### config.mk
export PLATFORM = sky130hd
export DESIGN_NAME = mem_port_arbiter
export DESIGN_NICKNAME = d
export VERILOG_FILES = /design/src/rtl/mem_port_arbiter.sv
export SDC_FILE = /design/constraint.sdc
export NUM_CORES = 1
export LEC_CHECK = 0
export ABC_AREA = 1
export ABC_CLOCK_PERIOD_IN_PS = 2900
export CORE_ASPECT_RATIO = 1.4
export CORE_MARGIN = 5
export CORE_UTILIZATION = 45
export CTS_CLUSTER_DIAMETER = 200
export CTS_CLUSTER_SIZE = 8
export DETAILED_ROUTE_END_ITERATION = 10
export DONT_BUFFER_PORTS = 1
export GPL_ROUTABILITY_DRIVEN = 0
export PLACE_DENSITY = 0.6
export SLEW_MARGIN = 25
export SYNTH_ARGS = -nofsm -noshare
export SYNTH_HDL_FRONTEND = slang
export SYNTH_SLANG_ARGS = --single-unit
### constraint.sdc
create_clock -name clk_i -period 2.9 [get_ports clk_i]
set_input_delay 0.145 -clock clk_i [delete_from_list [all_inputs] [get_ports clk_i]]
set_output_delay 0.145 -clock clk_i [all_outputs]
set_load 0.01 [all_outputs]
### src/rtl/mem_port_arbiter.sv
// Two-requester arbiter (instruction fetch, data memory) for one variable-latency memory port.
// Optional fetch-fairness streak limiter is compiled in when ARB_FAIR_EN is defined.
module mem_port_arbiter #(
    parameter int ADDR_W        = 32,
    parameter int DATA_W        = 32,
    parameter int MAX_DM_STREAK = 4
) (
    input  logic              clk_i,
    input  logic              rst_i,
    input  logic              if_req_i,
    input  logic [ADDR_W-1:0] if_addr_i,
    output logic [DATA_W-1:0] if_data_o,
    output logic              if_ack_o,
    input  logic              dm_req_i,
    input  logic              dm_we_i,
    input  logic [ADDR_W-1:0] dm_addr_i,
    input  logic [DATA_W-1:0] dm_wdata_i,
    output logic [DATA_W-1:0] dm_rdata_o,
    output logic              dm_ack_o,
    output logic              mem_req_o,
    output logic              mem_we_o,
    output logic [ADDR_W-1:0] mem_addr_o,
    output logic [DATA_W-1:0] mem_wdata_o,
    input  logic [DATA_W-1:0] mem_rdata_i,
    input  logic              mem_ack_i,
    output logic              stall_o,
    output logic              busy_o
);

    typedef enum logic [1:0] {
        IDLE   = 2'd0,
        IF_ACC = 2'd1,
        DM_ACC = 2'd2,
        RESP   = 2'd3
    } state_t;

    if (MAX_DM_STREAK < 1) begin : g_streak_check
        $error("MAX_DM_STREAK must be at least 1");
    end

    state_t            state_reg, state_next;
    logic              mem_req_reg, mem_req_next;
    logic              mem_we_reg, mem_we_next;
    logic [ADDR_W-1:0] mem_addr_reg, mem_addr_next;
    logic [DATA_W-1:0] mem_wdata_reg, mem_wdata_next;
    logic [DATA_W-1:0] if_data_reg, if_data_next;
    logic [DATA_W-1:0] dm_rdata_reg, dm_rdata_next;
    logic              if_ack_reg, if_ack_next;
    logic              dm_ack_reg, dm_ack_next;
    logic              busy_reg, busy_next;

    // High when a fetch must win over a simultaneous data request in IDLE.
    logic              grant_if_first;

`ifdef ARB_FAIR_EN
    localparam int STREAK_W = $clog2(MAX_DM_STREAK + 1);

    logic [STREAK_W-1:0] streak_reg, streak_next;

    assign grant_if_first = if_req_i && dm_req_i &&
                            (streak_reg == STREAK_W'(MAX_DM_STREAK));

    // Counts data grants that jumped over a waiting fetch.
    always_comb begin
        streak_next = streak_reg;
        if (state_reg == IDLE) begin
            if (dm_req_i && !grant_if_first) begin
                streak_next = if_req_i ? (streak_reg + STREAK_W'(1)) : '0;
            end else if (if_req_i) begin
                streak_next = '0;
            end
        end
    end

    always_ff @(posedge clk_i) begin
        if (rst_i) begin
            streak_reg <= '0;
        end else begin
            streak_reg <= streak_next;
        end
    end
`else
    assign grant_if_first = 1'b0;
`endif

    always_comb begin
        state_next     = state_reg;
        mem_req_next   = mem_req_reg;
        mem_we_next    = mem_we_reg;
        mem_addr_next  = mem_addr_reg;
        mem_wdata_next = mem_wdata_reg;
        if_data_next   = if_data_reg;
        dm_rdata_next  = dm_rdata_reg;
        if_ack_next    = 1'b0;
        dm_ack_next    = 1'b0;

        case (state_reg)
            IDLE: begin
                if (dm_req_i && !grant_if_first) begin
                    state_next     = DM_ACC;
                    mem_req_next   = 1'b1;
                    mem_we_next    = dm_we_i;
                    mem_addr_next  = dm_addr_i;
                    mem_wdata_next = dm_wdata_i;
                end else if (if_req_i) begin
                    state_next     = IF_ACC;
                    mem_req_next   = 1'b1;
                    mem_we_next    = 1'b0;
                    mem_addr_next  = if_addr_i;
                    mem_wdata_next = '0;
                end
            end
            IF_ACC: begin
                if (mem_ack_i) begin
                    if_data_next = mem_rdata_i;
                    mem_req_next = 1'b0;
                    if_ack_next  = 1'b1;
                    state_next   = RESP;
                end
            end
            DM_ACC: begin
                if (mem_ack_i) begin
                    if (!mem_we_reg) begin
                        dm_rdata_next = mem_rdata_i;
                    end
                    mem_req_next = 1'b0;
                    dm_ack_next  = 1'b1;
                    state_next   = RESP;
                end
            end
            RESP: begin
                // The ack registers were set on entry, so they pulse for this cycle only.
                state_next = IDLE;
            end
            default: begin
                state_next = IDLE;
            end
        endcase

        busy_next = (state_next != IDLE);
    end

    always_ff @(posedge clk_i) begin
        if (rst_i) begin
            state_reg     <= IDLE;
            mem_req_reg   <= 1'b0;
            mem_we_reg    <= 1'b0;
            mem_addr_reg  <= '0;
            mem_wdata_reg <= '0;
            if_data_reg   <= '0;
            dm_rdata_reg  <= '0;
            if_ack_reg    <= 1'b0;
            dm_ack_reg    <= 1'b0;
            busy_reg      <= 1'b0;
        end else begin
            state_reg     <= state_next;
            mem_req_reg   <= mem_req_next;
            mem_we_reg    <= mem_we_next;
            mem_addr_reg  <= mem_addr_next;
            mem_wdata_reg <= mem_wdata_next;
            if_data_reg   <= if_data_next;
            dm_rdata_reg  <= dm_rdata_next;
            if_ack_reg    <= if_ack_next;
            dm_ack_reg    <= dm_ack_next;
            busy_reg      <= busy_next;
        end
    end

    assign mem_req_o   = mem_req_reg;
    assign mem_we_o    = mem_we_reg;
    assign mem_addr_o  = mem_addr_reg;
    assign mem_wdata_o = mem_wdata_reg;
    assign if_data_o   = if_data_reg;
    assign dm_rdata_o  = dm_rdata_reg;
    assign if_ack_o    = if_ack_reg;
    assign dm_ack_o    = dm_ack_reg;
    assign busy_o      = busy_reg;

    // Any requester still waiting for its ack holds the pipeline.
    assign stall_o = (if_req_i & ~if_ack_o) | (dm_req_i & ~dm_ack_o);

endmodule

==> out/metrics.cfg, run 1 <==
[outcome]
status=completed

[drt]
drc=0
wl_mm=16.27
ant_nets=0
drtIter0Drc=214
viasPerCell=4.941
drtPass1Iterations=5
wire_per_inst_um=15.47
vias=5198

[logic_synthesis]
yosysSeqAreaShare_pct=50.55
synth_fp_nets=911
yosysWarnings=0
postSynth.asyncResetShare_pct=0
synth_enable_flop_cells=0
synthTopCellsByCount=239 x nand2_1, 196 x nor2_1, 135 x dfxtp_1, 61 x o21ai_0, 42 x inv_1
synthFlopType=dfxtp_1
ys_ff_latch=135
synthesis.area_um2=5346
synth_most_common_cell=nand2_1
synth.distinct_cells=17
synth.area.top_cells=dfxtp_1 51%, nand2_1 17%, nor2_1 14%, o21ai_0 5.7%, a21oi_1 3.3%
synthCells=772
avgSynthCellArea_um2=6.925
synth_top_area_cell=dfxtp_1
synth_top_area_share_pct=50.55

[die]
core_area_um2=11760
die_area_um2=14190
start_util_pct=45.46
fp.dieW_um=102.1
rows=47
die_h_um=139.0
ios=268

[setup_path]
crit_fanout=33
end_kind=flop
start_kind=flop
crit_chain=inv_1 -> ha_1 -> nand2_1 -> inv_1 -> nand2_1 -> a21oi_1 -> dlygate4sd3_1
crit_arrival_ns=2.86
required_ns=3.25
rr_worst_depth=7
max_stage_delay_ns=0.72
cpMaxStageDelayCell=inv_1
crit_type=flop to flop

[clocking]
cts_tree=built
cts_made_buffers=17
clock-sinks=135
htreeDepth=4
cts-root-buf=clkbuf_16
clk_path_buf_depth=2
post-cts-setup-buffers=0
clk_latency_ns=0.40
path_clk_slew_ns=0.06

[worst_hold_path]
hold_depth=4
worstHoldPathType=primary input to flop

[sta]
setup_tns_ns=0
finClkSkew_ns=0.005453
rsz0062_at_grt=false
setup_viol=0
finalCriticalPeriod_ns=2.511
tightest_slew_ns=1.003
max_freq_mhz=398.3
fin_crit_sh_pct=86.58
final-max-slew-violation-count=0
relSlewSlack_pct=33.03
hold_viol_final=0
timing.hold.ws_ns=0.004923

[power]
vdd_ir_drop_max_mv=0.4718
p_sw_mw=1.391
p_int_mw=3.869
seqPwrFrac_pct=41.9
p_leak_nw=3.394
power_density_nw_per_um2=705.9
pwr-share-comb_pct=13.0
p_clk_share_pct=45.0
netSwitchingFraction_pct=26.45

[placed_design]
dp_hpwl_mm=10.05
portBuffers=0

[grt]
grt_max_degree=72
overflow=0
grt_pass1_wl_mm=24.90
antenna_found_initial=0
grt_use_total_pct=21.99
first_global_vias=5082

[layout]
syn2layout_area_growth_pct=39.39
nets=1032
antennaDiodeCount=0
drive_above_1_share_pct=4.641

[job]
max_cap_violations=0

[cell type report]
cell class	instances	area, um^2
Sequential cell	135	2703
Timing Repair Buffer	148	1504
Clock buffer	18	429.2
Clock inverter	13	217.7
Tap cell	147	183.9
Multi-Input combinational cell	547	2250
Inverter	44	165.2
Fill cell	959	4309
[final timing paths]
check	start	endpoint	slack [ns]
worst min register to register	mem_wdata_o[30]	mem_wdata_o[30]	0.52
worst min-delay path	if_addr_i[3]	mem_addr_o[3]	0.005
worst max-delay path	state_reg[0]	mem_wdata_o[6]	0.39
worst max register to register	state_reg[0]	mem_wdata_o[6]	0.39
[power by group through the flow]
| stage | clock [mW] | combinational, mW | sequential (mW) |
|---|---|---|---|
| 2_1_floorplan | 0 | 0.421 | 2.20 |
| 3_3_place_gp | 0 | 0.447 | 2.25 |
| 3_5_place_dp | 0 | 0.471 | 2.25 |
| 4_1_cts | 2.40 | 0.659 | 2.21 |
| 5_1_grt | 2.50 | 0.782 | 2.22 |
| 6_report | 2.37 | 0.685 | 2.21 |
[per-stage QoR]
step	setup slack [ns]	util, %	instance area (um^2)	cells	power, mW
after global placement	1.158	45.63	5366	880	2.693
after global routing	0.2205	63.36	7452	1052	5.501
after CTS	0.4766	63.13	7425	1051	5.271
after detailed placement	1.014	45.63	5366	880	2.718
after floorplan	1.525	-	5346	772	2.618
final	0.3893	63.36	7452	1052	5.260
[cell families (layout without fill, tap and decap cells)]
kind of cell	Yosys count	count (layout)	share of synthesized area (%)
AND/OR/NAND/NOR	439	439	31.03
adder cells (fa/ha/maj)	5	5	1.170
flip-flops	135	135	50.55
AO/OA/AOI/OAI	103	103	9.876
buffers and inverters	90	223	7.372
[cell usage in the layout, fill, tap and decap left out, drive strengths merged]
cell         netlist  layout
clkbuf            22      18
bufinv             0       5
buf               24       9
inv               42      47
nand3              3       3
a21oi             35      35
dlygate4sd3        0     139
clkinvlp           0       1
nand2            239     239
clkinv             2       4
ha                 5       5
o22ai              1       1
o21ai             67      67
nor2             197     197
dfxtp            135     135
[metal layers]
layer	part of all wire, %	GRT usage (%)
met3	10	9.210
met4	3.0	9.122
met2	51	38.10
met1	36	22.94
met5	0	0
[critical path, delay by kind of cell (launching register included)]
family / cells / cell delay (ns)
adders and majority gates: 1 / 0.26
AOI/OAI and AO/OA: 1 / 0.21
and+or+nand+nor: 2 / 0.22
buffers and inverters: 3 / 1.41
DFF: 1 / 0.34
[repair_timing]
| item | 4_1_cts | 5_1_grt |
|---|---|---|
| hold buffers | 140 | 0 |
| endpoints found under the hold margin | 129 | 0 |
| resized for setup | 0 | 0 |
Power figures use the tool's default switching activity.
==> run 2, diff against run 1 <==
--- a/config.mk
+++ b/config.mk
@@ -16,7 +16,6 @@
 export DONT_BUFFER_PORTS = 1
 export GPL_ROUTABILITY_DRIVEN = 0
 export PLACE_DENSITY = 0.6
-export SLEW_MARGIN = 25
 export SYNTH_ARGS = -nofsm -noshare
 export SYNTH_HDL_FRONTEND = slang
 export SYNTH_SLANG_ARGS = --single-unit
==> constraint.sdc (replaced) <==
create_clock -name clk_i -period 2.9 [get_ports clk_i]
set_input_delay 0.29 -clock clk_i [delete_from_list [all_inputs] [get_ports clk_i]]
set_output_delay 0.29 -clock clk_i [all_outputs]
set_load 0.01 [all_outputs]
==> run 2 against run 1 <==
Compared with the run above:
- critical path depth fell by 1
- combinational power fell by 31%
- sequential share of layout area increased by 9.0 points
- cell count decreased by 13%
- final area shrank 20%
- critical path type unchanged
- die area unchanged
- total power shrank 9.7%
- non-clock buffer count decreased by 141
- flip-flop and latch count unchanged
==> out/metrics.cfg, run 2 (synthesized netlist as in run 1, its figures left out) <==
[outcome]
status=completed

[drt]
drc=0  ; unchanged
drtPass1Iterations=4  ; -1
wire_per_inst_um=15.40  ; -0.44%
wl_mm=14.05  ; -14%
drtIter0Drc=123  ; -43%
ant_nets=0  ; unchanged
vias=4530  ; -13%
viasPerCell=4.967  ; +0.53%

[die]
rows=47  ; unchanged
fp.dieW_um=102.1  ; unchanged
die_h_um=139.0  ; unchanged
core_area_um2=11760  ; unchanged
start_util_pct=45.46  ; unchanged
die_area_um2=14190  ; unchanged
ios=268  ; unchanged

[clocking]
post-cts-setup-buffers=0  ; unchanged
path_clk_slew_ns=0.06  ; about the same
cts_made_buffers=17  ; unchanged
cts-root-buf=clkbuf_16
clock-sinks=135  ; unchanged
clk_latency_ns=0.40  ; about the same
clk_path_buf_depth=2  ; unchanged
htreeDepth=4  ; unchanged
cts_tree=built

[setup_path]
critPathLaunch=state_reg[0]
crit_cells=6  ; -1
max_stage_delay_ns=0.69  ; -0.03 ns
rr_worst_depth=6  ; -1
timing.rr.start=state_reg[0]
crit_type=flop to flop
crit_arrival_ns=2.22  ; -0.64 ns
required_ns=3.23  ; -0.02 ns
crit_fanout=33  ; unchanged
start_kind=flop
end_kind=flop
cpMaxStageDelayCell=inv_1
crit_chain=inv_1 -> ha_1 -> nand2_1 -> inv_1 -> nand2_1 -> a21oi_1
crit_family=buffers and inverters
path_buf_inv=2  ; -1

[layout]
drive_above_1_share_pct=5.359  ; +0.72 points
nets=891  ; -14%
design_area_um2=5969  ; -20%
layout_common_cells=239 x nand2_1, 196 x nor2_1, 135 x dfxtp_1
syn2layout_area_growth_pct=11.65
mostFrequentLayoutCell=nand2_1
antennaDiodeCount=0  ; unchanged

[sta]
fin_crit_sh_pct=65.08  ; -21 points
finalCriticalPeriod_ns=1.887  ; -0.6234 ns
setup_tns_ns=0  ; unchanged
finClkSkew_ns=0.009670  ; +0.004217 ns
relSlewSlack_pct=33.65  ; +0.62 points
timing.hold.ws_ns=0.02009  ; +0.01516 ns
final-max-slew-violation-count=0  ; unchanged
max_freq_mhz=529.8  ; +33%
hold_viol_final=0  ; unchanged
tightest_slew_ns=0.9942  ; -0.009256 ns
setup_viol=0  ; unchanged
rsz0062_at_grt=false

[power]
power_density_nw_per_um2=795.4  ; +13%
vdd_ir_drop_max_mv=0.4235  ; -10%
power.total_mw=4.748  ; -9.7%
p_leak_nw=2.714  ; -20%

[grt]
antenna_found_initial=0  ; unchanged
grt_use_total_pct=18.70  ; -3.3 points
first_global_vias=4162  ; -18%
grt_max_degree=71  ; -1.4%
grt_pass1_wl_mm=21.32  ; -14%
overflow=0  ; unchanged

[worst_hold_path]
holdCritStartpoint=mem_rdata_i[19]
hold_depth=2  ; -2
worstHoldPathType=primary input to flop

[placed_design]
place_area_um2=5371  ; about the same
portBuffers=0  ; unchanged
dp_hpwl_mm=10.05  ; about the same

[job]
max_cap_violations=0  ; unchanged

## run 2: cell types whose count changed in the layout (fill, tap and decap cells not counted), moves of 2 or more
cell and change:
bufinv_16 -4, buf_4 -2, dlygate4sd3_1 -139, clkinvlp_4 +3
## run 2: stage by stage
step	setup WS (ns)	utilization (%)	cells
final	1.013	50.76	912
after detailed placement	1.024	45.67	879
after global placement	1.147	45.67	879
after CTS	1.014	50.76	912
after floorplan	1.525	-	772
after global routing	0.8506	50.76	912
## run 2: power by group
group          switching, mW  total (mW)  internal [mW]
Combinational          0.309       0.475          0.166
Sequential             0.191        2.20           2.01
Clock                  0.842        2.07           1.23
## run 2: per-layer routing
layer / vias to the layer above / global-route usage [%] / routed length, um
met4: 0 / 6.842 / 270
met1: 2015 / 19.51 / 5091
li1: 2320 / - / -
met3: 20 / 9.109 / 1590
met5: - / 0 / 0
met2: 175 / 31.96 / 7093
## run 2: worst register-to-register path, stage by stage, from the launching register on
cell and delay (ns):
dfxtp_1 0.34, inv_1 0.13, ha_1 0.26, nand2_1 0.08, inv_1 0.69, nand2_1 0.15
a21oi_1 0.19
## run 2: final timing paths
path | end | slack (ns)
setup reg to reg | mem_wdata_o[5] | 1.01
hold / removal | dm_rdata_o[19] | 0.02
hold reg to reg | mem_wdata_o[20] | 0.51
setup / recovery | mem_wdata_o[5] | 1.01
## run 2: what timing repair did
item	in CTS	in global routing
gates resized for setup	0	0
hold buffers	1	0
endpoints found under the hold margin	35	0
## run 2: layout make-up
| type | instances | area [um^2] |
|---|---|---|
| tap | 147 | 183.9 |
| fill | 1199 | 5792 |
| clock inverter | 13 | 135.1 |
| clock buffer | 19 | 442.9 |
| sequential | 135 | 2703 |
| inverter | 44 | 165.2 |
| timing repair buffer | 7 | 90.09 |
| multi-input combinational | 547 | 2250 |
